<file path="config.mk">
export PLATFORM = sky130hd
export DESIGN_NAME = bcd_score_counter_flat
export DESIGN_NICKNAME = d
export VERILOG_FILES = /design/src/rtl/bcd_score_counter_pkg.sv /design/src/rtl/bcd_score_counter_if.sv /design/src/rtl/bcd_score_counter_digit.sv /design/src/rtl/bcd_score_counter.sv /design/src/flat_wrapper.sv
export SDC_FILE = /design/constraint.sdc
export NUM_CORES = 1
export LEC_CHECK = 0
export ABC_CLOCK_PERIOD_IN_PS = 7750
export BUFFER_PORTS_ARGS = -buffer_cell sky130_fd_sc_hd__buf_2
export CAP_MARGIN = 20
export CORE_ASPECT_RATIO = 0.9
export CORE_MARGIN = 2
export CORE_UTILIZATION = 50
export DETAILED_ROUTE_END_ITERATION = 7
export MAX_ROUTING_LAYER = met4
export PLACE_DENSITY = 0.73
export SYNTH_ARGS = -nofsm -noshare
export SYNTH_HDL_FRONTEND = slang
export SYNTH_SLANG_ARGS = --single-unit
</file>
<file path="constraint.sdc">
create_clock -name clk -period 7.75 [get_ports clk]
set_input_delay 0.775 -clock clk [delete_from_list [all_inputs] [get_ports clk]]
set_output_delay 0.775 -clock clk [all_outputs]
set_load 0.01 [all_outputs]
</file>
<file path="src/rtl/bcd_score_counter_pkg.sv">
// Shared BCD constants and step clamp for the score counter slice.
// Included by the digit cell, the top and the port interface.
package score_pkg;

  localparam int BCD_W = 4;
  localparam logic [BCD_W-1:0] BCD_MAX = 4'd9;
  localparam int MAX_DIGITS = 8;

  // Steps above 9 are not legal BCD; treat them as the largest digit.
  function automatic logic [BCD_W-1:0] bcd_clamp(input logic [BCD_W-1:0] step);
    return (step > BCD_MAX) ? BCD_MAX : step;
  endfunction

endpackage

</file>
<file path="src/rtl/bcd_score_counter_if.sv">
// Score counter port bundle: async request/clear/step towards the counter, registered score back.
// master = game logic / bench side, slave = bcd_score_counter.
interface bcd_score_counter_if import score_pkg::*; #(parameter int DIGITS = 4);

  logic                      inc;
  logic [BCD_W-1:0]          step;
  logic                      clear;
  logic [BCD_W*DIGITS-1:0]   score;
  logic                      saturated;
  logic [BCD_W*DIGITS-1:0]   hiscore;
  logic                      new_record;

  modport master (
    output inc, step, clear,
    input  score, saturated, hiscore, new_record
  );

  modport slave (
    input  inc, step, clear,
    output score, saturated, hiscore, new_record
  );

endinterface

</file>
<file path="src/rtl/bcd_score_counter_digit.sv">
// One BCD digit: register plus decimal adder (d + add_in + c_in -> d_next, c_out).
// Latency 1 cycle on load; clear and force-to-9 are steered by the parent.
module bcd_digit import score_pkg::*; (
  input  logic             clk,
  input  logic             reset,
  input  logic             clr,
  input  logic             load,
  input  logic             force_max,
  input  logic [BCD_W-1:0] add_in,
  input  logic             c_in,
  output logic [BCD_W-1:0] d,
  output logic             c_out
);

  logic [BCD_W:0]   sum;
  logic [BCD_W-1:0] d_next;

  always_comb begin
    sum = {1'b0, d} + {1'b0, add_in} + {{BCD_W{1'b0}}, c_in};
    if (sum > {1'b0, BCD_MAX}) begin
      d_next = BCD_W'(sum - (BCD_W+1)'(10));
      c_out  = 1'b1;
    end else begin
      d_next = sum[BCD_W-1:0];
      c_out  = 1'b0;
    end
  end

  always_ff @(posedge clk or posedge reset) begin
    if (reset) begin
      d <= '0;
    end else if (clr) begin
      d <= '0;
    end else if (force_max) begin
      d <= BCD_MAX;
    end else if (load) begin
      d <= d_next;
    end
  end

endmodule

</file>
<file path="src/rtl/bcd_score_counter.sv">
// Multi-digit saturating BCD score counter with synchronised, edge-detected increments and level clear.
// Latency: inc sampled at edge N -> score at edge N+SYNC_STAGES; no backpressure. Optional HISCORE_EN adds high-score tracking.
module bcd_score_counter import score_pkg::*; #(
  parameter int DIGITS      = 4,
  parameter int SYNC_STAGES = 2
) (
  input logic                clk,
  input logic                reset,
  bcd_score_counter_if.slave bus
);

  localparam int W = BCD_W * DIGITS;

  logic [SYNC_STAGES-1:0] inc_sync;
  logic [SYNC_STAGES-1:0] clr_sync;
  logic                   edge_q;
  logic                   inc_event;
  logic                   clear_s;

  always_ff @(posedge clk or posedge reset) begin
    if (reset) begin
      inc_sync <= '0;
      clr_sync <= '0;
      edge_q   <= 1'b0;
    end else begin
      inc_sync <= {inc_sync[SYNC_STAGES-2:0], bus.inc};
      clr_sync <= {clr_sync[SYNC_STAGES-2:0], bus.clear};
      edge_q   <= inc_sync[SYNC_STAGES-1];
    end
  end

  assign inc_event = inc_sync[SYNC_STAGES-1] & ~edge_q;
  assign clear_s   = clr_sync[SYNC_STAGES-1];

  logic [W-1:0]     score_q;
  logic [DIGITS:0]  carry;
  logic [BCD_W-1:0] step_c;
  logic             sat_q;
  logic             accept;
  logic             load;
  logic             force_max;

  assign step_c   = bcd_clamp(bus.step);
  assign carry[0] = 1'b0;

  // Clear beats a coincident event, and a saturated score ignores further events.
  assign accept    = inc_event & ~sat_q & ~clear_s;
  assign load      = accept & ~carry[DIGITS];
  assign force_max = accept &  carry[DIGITS];

  for (genvar i = 0; i < DIGITS; i++) begin : g_digit
    bcd_digit u_digit (
      .clk       (clk),
      .reset     (reset),
      .clr       (clear_s),
      .load      (load),
      .force_max (force_max),
      .add_in    ((i == 0) ? step_c : {BCD_W{1'b0}}),
      .c_in      (carry[i]),
      .d         (score_q[i*BCD_W +: BCD_W]),
      .c_out     (carry[i+1])
    );
  end

  always_ff @(posedge clk or posedge reset) begin
    if (reset) begin
      sat_q <= 1'b0;
    end else if (clear_s) begin
      sat_q <= 1'b0;
    end else if (force_max) begin
      sat_q <= 1'b1;
    end
  end

  assign bus.score     = score_q;
  assign bus.saturated = sat_q;

`ifdef HISCORE_EN
  logic [W-1:0] hi_q;
  logic         new_rec_q;

  // Packed BCD orders the same as its unsigned binary reading.
  always_ff @(posedge clk or posedge reset) begin
    if (reset) begin
      hi_q      <= '0;
      new_rec_q <= 1'b0;
    end else if (score_q > hi_q) begin
      hi_q      <= score_q;
      new_rec_q <= 1'b1;
    end else begin
      new_rec_q <= 1'b0;
    end
  end

  assign bus.hiscore    = hi_q;
  assign bus.new_record = new_rec_q;
`else
  assign bus.hiscore    = '0;
  assign bus.new_record = 1'b0;
`endif

endmodule

</file>
<file path="src/flat_wrapper.sv">
// flat-port wrapper written by rule: the top's interface ports become plain ports
module bcd_score_counter_flat import score_pkg::*;
#(
  parameter int DIGITS      = 4,
  parameter int SYNC_STAGES = 2
)
  (clk, reset, bus_inc, bus_step, bus_clear, bus_score, bus_saturated, bus_hiscore, bus_new_record);
  bcd_score_counter_if #(.DIGITS(DIGITS)) bus_i ();
  input logic clk;
  input logic reset;
  input wire logic [$bits(bus_i.inc)-1:0] bus_inc;
  input wire logic [$bits(bus_i.step)-1:0] bus_step;
  input wire logic [$bits(bus_i.clear)-1:0] bus_clear;
  output wire logic [$bits(bus_i.score)-1:0] bus_score;
  output wire logic [$bits(bus_i.saturated)-1:0] bus_saturated;
  output wire logic [$bits(bus_i.hiscore)-1:0] bus_hiscore;
  output wire logic [$bits(bus_i.new_record)-1:0] bus_new_record;
  assign bus_i.inc = bus_inc;
  assign bus_i.step = bus_step;
  assign bus_i.clear = bus_clear;
  assign bus_score = bus_i.score;
  assign bus_saturated = bus_i.saturated;
  assign bus_hiscore = bus_i.hiscore;
  assign bus_new_record = bus_i.new_record;
  bcd_score_counter #(.DIGITS(DIGITS), .SYNC_STAGES(SYNC_STAGES)) u_core (.clk(clk), .reset(reset), .bus(bus_i));
endmodule
</file>
==> metrics.txt, run 1 <==
Num CTS Buffers 3; Unique masters post-synth 39; initial core utilization between 50% and 60%; first-pass GRT wire length between 5000 and 6000 um; vias per cell 5.331; Final HPWL DP approximately 2400 um; reg2reg end u_core.g_digit[2].u_digit.d[2]$_DFFE_PP0P_; synthesized instance count 181; Final Hold Fails 0; critical path class primary input to flip-flop; reg-to-reg setup timing slack 1.18 ns; drc violations 0; Lkg Pwr around 0.85 nW; Rows 19; share of cells above drive strength 1 18.50%; P&R area growth vs syn 5.658%; mux cell area share after synthesis 3.440%; initial antenna violation count 0; Worst Skew roughly 0.009 ns; Max Slew Vio Count 0; clk_lat worst skew 0.31 ns; Synth Area in Adders about 11%; Hold-fix buffers, CTS 0; maximum buffer depth of the clock tree 2; Synth area leaders dfrtp_1, ha_1, buf_4; Root Driver clkbuf_4; P per Cell Area 139.4 nW/um2; Die Area between 3000 and 4000 um2; routed len/inst 13.07 um; Vias 1290; Register-to-Register Path Depth 25; Seq/Total Area, Yosys 33.64%; critical path required time 7.99 ns; largest family of logic cells by synthesized area compound AO/OA/AOI/OAI gates; die width 64.31 um; area leader, netlist dfrtp_1; final RePlAce weighted congestion 0.8403; Startpoint Class primary input; Die Ht 58.28 um; post-route ant nets 0; RSZ-0062 raised after global routing false; WHS Endpoint u_core.clr_sync[1]$_DFF_PP0_; number of synthesized flops with an enable pin 0; final core occ a little under three fifths; Post-Synth XOR/XNOR Area 4.817%; GR Overflow Total 0; Worst Tran Pin Value 0.8309 ns; Worst Hold Depth 0; Clk pin slew, worst setup/hold paths 0.12 ns; reg2reg start u_core.g_digit[0].u_digit.d[0]$_DFFE_PP0P_; Synth Cell Area approximately 1600 um2; vias in the first global route 1214; Slew Limit Headroom 44.55%; Detailed Route Iter0 Violations 49; Post-synth top cells dfrtp_1, buf_4, nor2_1, inv_1, ha_1; layout net count 224; DRT Wirelength 3163 um; largest net degree at the start of global routing 23; cell with the most instances after synthesis dfrtp_1; core area 3090 um2; CTS sink cnt 22; # port buffers 24; maximum fanout along the worst path 10; Synth Area in Simple Gates 15.98%; compound-gate portion of the synthesized area between 10% and 20%; post-CTS setup buffer count 0; drt pass-1 iters 4; total of max-cap violations 0; Final min period a little under 7 ns; IO Count 42; Fmax achieved 144.5 MHz; H-tree lvl count 1; outcome completed; area share of the largest cell type after synthesis 33.64%; Peak VDD IR around 0.12 mV; Primary FF master, synth dfrtp_1; critical path data arrival time 7.16 ns; CTS tree yes; Final period util 89.28%; Tot GR Track Use 18.70%; # setup viols final 0; hold path start u_core.clr_sync[0]$_DFF_PP0_; Async S/R FF share, synth 100.0%; Setup crit end kind flip-flop; synthesis-stage register bit count 22; Hold WC Path Type flip-flop to flip-flop; post-CTS sizing 0; setup tns final 0 ns; Synth Area per Inst 9.042 um2; # diodes 0; number of synthesis warnings 0
==> layout by cell type, fill, tap and decap left out, types with 4 or more instances in the layout <==
master | synthesis | final
inv_1 | 14 | 14
o21ai_0 | 7 | 7
nor2b_1 | 4 | 4
xnor2_1 | 7 | 7
dfrtp_1 | 22 | 22
nand2b_1 | 7 | 7
buf_2 | 1 | 24
ha_1 | 13 | 13
nor2_1 | 16 | 16
nand3_1 | 4 | 4
nor3_1 | 8 | 8
mux2_2 | 4 | 4
nand2_1 | 11 | 11
conb_1 | 1 | 17
a21oi_1 | 5 | 5
==> cell families (layout without fill, tap and decap cells) <==
| group | Yosys count | after routing |
|---|---|---|
| AND/OR/NAND/NOR | 55 | 55 |
| buffers and inverters | 38 | 41 |
| AO/OA/AOI/OAI | 37 | 37 |
| flip-flops | 22 | 22 |
| adder cells (fa/ha/maj) | 14 | 14 |
| XOR/XNOR | 9 | 9 |
| multiplexers | 5 | 5 |
| other | 1 | 17 |
==> where the power goes <==
| part | switching, mW | total, mW | internal (mW) | leakage, nW |
|---|---|---|---|---|
| Clock | 0.0330 | 0.0512 | 0.0182 | 0.0138 |
| Combinational | 0.0365 | 0.0643 | 0.0278 | 0.540 |
| Sequential | 0.00578 | 0.126 | 0.120 | 0.291 |
| Total | 0.0753 | 0.241 | 0.166 | 0.845 |
==> worst max-delay path by stage <==
stage                            from  cells past startpoint  slack [ns]                                          to
after floorplan           bus_step[1]                     28        1.27  u_core.g_digit[2].u_digit.d[2]$_DFFE_PP0P_
after global placement    bus_step[3]                     28        0.82  u_core.g_digit[2].u_digit.d[2]$_DFFE_PP0P_
after detailed placement  bus_step[3]                     28        0.56  u_core.g_digit[2].u_digit.d[2]$_DFFE_PP0P_
after CTS                 bus_step[3]                     28        0.90  u_core.g_digit[2].u_digit.d[2]$_DFFE_PP0P_
after global routing      bus_step[3]                     28        0.45  u_core.g_digit[2].u_digit.d[2]$_DFFE_PP0P_
final                     bus_step[3]                     28        0.83  u_core.g_digit[2].u_digit.d[2]$_DFFE_PP0P_
==> metrics by stage <==
| stage | cell area [um2] | setup WS [ns] | power [mW] | cells | hold slack, ns |
|---|---|---|---|---|---|
| 3_5_place_dp | 1707 | 0.5643 | 0.1917 | 239 | 0.3370 |
| 6_report | 1729 | 0.8308 | 0.2411 | 242 | 0.3603 |
| 5_1_grt | 1729 | 0.4544 | 0.2568 | 242 | 0.3713 |
| 3_3_place_gp | 1707 | 0.8202 | 0.1899 | 239 | 0.3348 |
| 2_1_floorplan | 1697 | 1.268 | 0.1837 | 197 | 0.3312 |
| 4_1_cts | 1729 | 0.8974 | 0.2448 | 242 | 0.3651 |
==> worst max-delay path, stage by stage <==
cell and delay, ns:
buf_2 0.11, o21ai_0 0.09, nand2b_1 0.08, ha_1 0.16
inv_1 0.05, fa_1 0.39, xor2_1 0.21, ha_1 0.25
nor2b_1 0.14, a31o_2 0.23, o311ai_4 0.29, ha_1 0.28
ha_1 0.31, mux2_2 0.37, o221ai_1 0.25, inv_1 0.15
ha_1 0.27, ha_1 0.29, mux2_2 0.31, o221ai_2 0.19
inv_1 0.12, ha_1 0.23, ha_1 0.32, nand2b_1 0.16
a31o_1 0.23, a311o_1 0.41, o32ai_1 0.34, o2bb2ai_1 0.15
==> layer usage <==
layer | global-route usage (%) | vias up | wire (um)
li1 | - | 632 | -
met5 | - | - | 0
met2 | 30.51 | 37 | 1495
met3 | 3.689 | 4 | 141
met1 | 23.35 | 617 | 1495
met4 | 6.687 | 0 | 30
==> final cells by class <==
class,count,area (um2)
fillers,291,1361
inverters,14,52.55
repair buffers,24,120.1
well taps,42,52.55
multi-input cells,137,930.9
clock buffers,3,22.52
flip-flops and latches,22,550.5
==> flip-flops by register name, summed over array words and instances (netlist names) <==
signal / cells
u_core.bus.saturated: 1
u_core.clr_sync: 2
u_core.edge_q: 1
u_core.g_digit.u_digit.d: 16
u_core.inc_sync: 2
Power figures use the tool's default switching activity.
==> run 2: changes to the inputs <==
ABC_CLOCK_PERIOD_IN_PS = 5800   (was 7750)
CORE_UTILIZATION = 48   (was 50)
clock period = 5.8 ns   (was 7.75 ns; I/O delays follow)
==> run 2 against run 1 <==
Against the previous run: setup slack got worse by 0.61 ns; non-clock buffer count rose by 17; core utilization rose by 5.1 points; power rose by 75%; sequential power rose by 33%; routed wire length rose by 5.4%; sequential cell count did not move; clock power rose to 2.8 times the previous value; final area rose by 17%; die area rose by 3.9%; combinational power rose by 70%; clock skew fell by 0.0045 ns; critical endpoint is now u_core.g_digit[1].u_digit.d[2]$_DFFE_PP0P_.
==> metrics.txt, run 2 (synthesized netlist as in run 1, its figures left out) <==
pre-CTS worst setup slack -0.07477 ns; CTS tree yes; total of max-cap violations 0; die width 65.55 um; Num CTS Buffers 3; Comb power frac 25.8%; share of cells above drive strength 1 32.57%; core area approximately 3300 um2; Die Area 3893 um2; Largest regs u_core.g_digit.u_digit.d: 16 flops, u_core.clr_sync: 2 flops, u_core.inc_sync: 2 flops; Die Ht 59.40 um; Max Slew Vio Count 0; Final Hold Fails 0; Largest register FFs 16; Rows 20; layout net count 241; critical path required time 5.99 ns; # port buffers 24; Startpoint Class primary input; Setup crit end kind flip-flop; P per Cell Area about 210 nW/um2; CTS sink cnt 22; reg2reg start u_core.g_digit[0].u_digit.d[0]$_DFFE_PP0P_; maximum fanout along the worst path 4; Slew Limit Headroom 43.48%; drt pass-1 iters 4; initial core utilization a little under 50%; Detailed Route Iter0 Violations 70; Vias between 1000 and 1500; routed len/inst around 13 um; most common cell after layout, fill and taps aside buf_2; Final min period 5.575 ns; Peak VDD IR 0.1340 mV; clk_lat worst skew 0.27 ns; final RePlAce weighted congestion 0.7975; post-route ant nets 0; final setup margin 0.2253 ns; drc violations 0; Clock Power Share 34.2%; DRT Wirelength approximately 3300 um; first-pass GRT wire length 5692 um; share of power burned in registers 40.0%; largest register by flop count u_core.g_digit.u_digit.d; outcome completed; Fmax achieved 179.4 MHz; largest net degree at the start of global routing 23; placed instance area roughly 1900 um2; # diodes 0; Clk pin slew, worst setup/hold paths 0.08 ns; Int Power between 0.3 and 0.4 mW; most frequent cells in the layout buf_2, dfrtp_1, conb_1, buf_4, nor2_1; hold path start u_core.inc_sync[0]$_DFF_PP0_; Final period util 96.12%; Final HPWL DP ~2400 um; Tot GR Track Use 19.78%; final instance area about 2000 um2; H-tree lvl count 1; P&R area growth vs syn 24.08%; non-filler cells, final ~260; Worst Tran Pin Value 0.8469 ns; Lkg Pwr 0.9397 nW; initial antenna violation count 0; GR Overflow Total 0; switch share 27.49%; maximum buffer depth of the clock tree 2; Worst Skew 0.004576 ns; worst setup path start bus_step[1]; vias in the first global route 1188; NetSw between 0.1 and 0.15 mW; critical path data arrival time roughly 5.8 ns; Inst Count DP 256; Hold WC Path Type flip-flop to flip-flop; critical path class primary input to flip-flop; # setup viols final 0; IO Count 42; vias per cell between 5 and 6; Root Driver clkbuf_8
[run 2: repair_timing]
action | 4_1_cts | 5_1_grt
endpoints found under the setup margin | 0 | 13
gates resized for setup | 0 | 5
hold buffers | 0 | 0
buffers inserted | 0 | 2
[run 2: final cells by class]
| type | instances | area, um2 |
|---|---|---|
| Timing Repair Buffer | 41 | 247.7 |
| Fill cell | 292 | 1297 |
| Clock inverter | 1 | 30.03 |
| Tap cell | 44 | 55.05 |
| Inverter | 14 | 52.55 |
| Multi-Input combinational cell | 137 | 1054 |
| Sequential cell | 22 | 550.5 |
| Clock buffer | 3 | 41.29 |
[run 2: worst max-delay path, cell delays in order]
cell and delay [ns]:
buf_2 0.11, o21ai_2 0.12, nand2b_1 0.07, ha_2 0.18, inv_2 0.06, fa_2 0.46, ha_4 0.19, nor2b_1 0.13
a31o_2 0.23, o311ai_4 0.25, ha_2 0.27, ha_4 0.14, mux2_4 0.31, o221ai_4 0.19, inv_2 0.08, ha_4 0.17
ha_4 0.16, mux2_2 0.27, o221ai_2 0.19, inv_2 0.07, ha_4 0.18, ha_4 0.21, nand2b_1 0.13, a31o_1 0.23
a311o_1 0.40, o32ai_2 0.23, o2bb2ai_1 0.15
[run 2: final timing paths]
kind	to	slack, ns	cells after the start
hold reg to reg	u_core.inc_sync[1]$_DFF_PP0_	0.35	0
max in group asynchronous	u_core.g_digit[3].u_digit.d[0]$_DFFE_PP0P_	4.80	2
min in group asynchronous	u_core.g_digit[0].u_digit.d[2]$_DFFE_PP0P_	0.47	2
setup reg to reg	u_core.g_digit[1].u_digit.d[2]$_DFFE_PP0P_	0.38	25
hold / removal	u_core.inc_sync[1]$_DFF_PP0_	0.35	0
setup / recovery	u_core.g_digit[1].u_digit.d[2]$_DFFE_PP0P_	0.23	27
[run 2: power by group through the flow]
| stage | logic, mW | clock network, mW | registers [mW] |
|---|---|---|---|
| 4_1_cts | 0.105 | 0.146 | 0.169 |
| 5_1_grt | 0.121 | 0.153 | 0.170 |
| 3_5_place_dp | 0.103 | 0 | 0.172 |
| 6_report | 0.109 | 0.144 | 0.168 |
| 3_3_place_gp | 0.102 | 0 | 0.172 |
| 2_1_floorplan | 0.0824 | 0 | 0.172 |
[run 2: metrics by stage]
step	power [mW]	util [%]	TNS [ns]	hold WS, ns
2_1_floorplan	0.2540	-	0	0.3312
3_3_place_gp	0.2736	57.86	0	0.3337
3_5_place_dp	0.2750	57.86	-0.3342	0.3347
4_1_cts	0.4188	60.00	0	0.3539
5_1_grt	0.4447	61.02	-0.005374	0.3675
6_report	0.4212	61.02	0	0.3521
[run 2: layer usage]
metal / wire length [um] / GRT usage [%]
met5: 0 / -
met4: 31 / 4.464
met3: 168 / 3.992
met2: 1581 / 31.05
met1: 1552 / 26.73
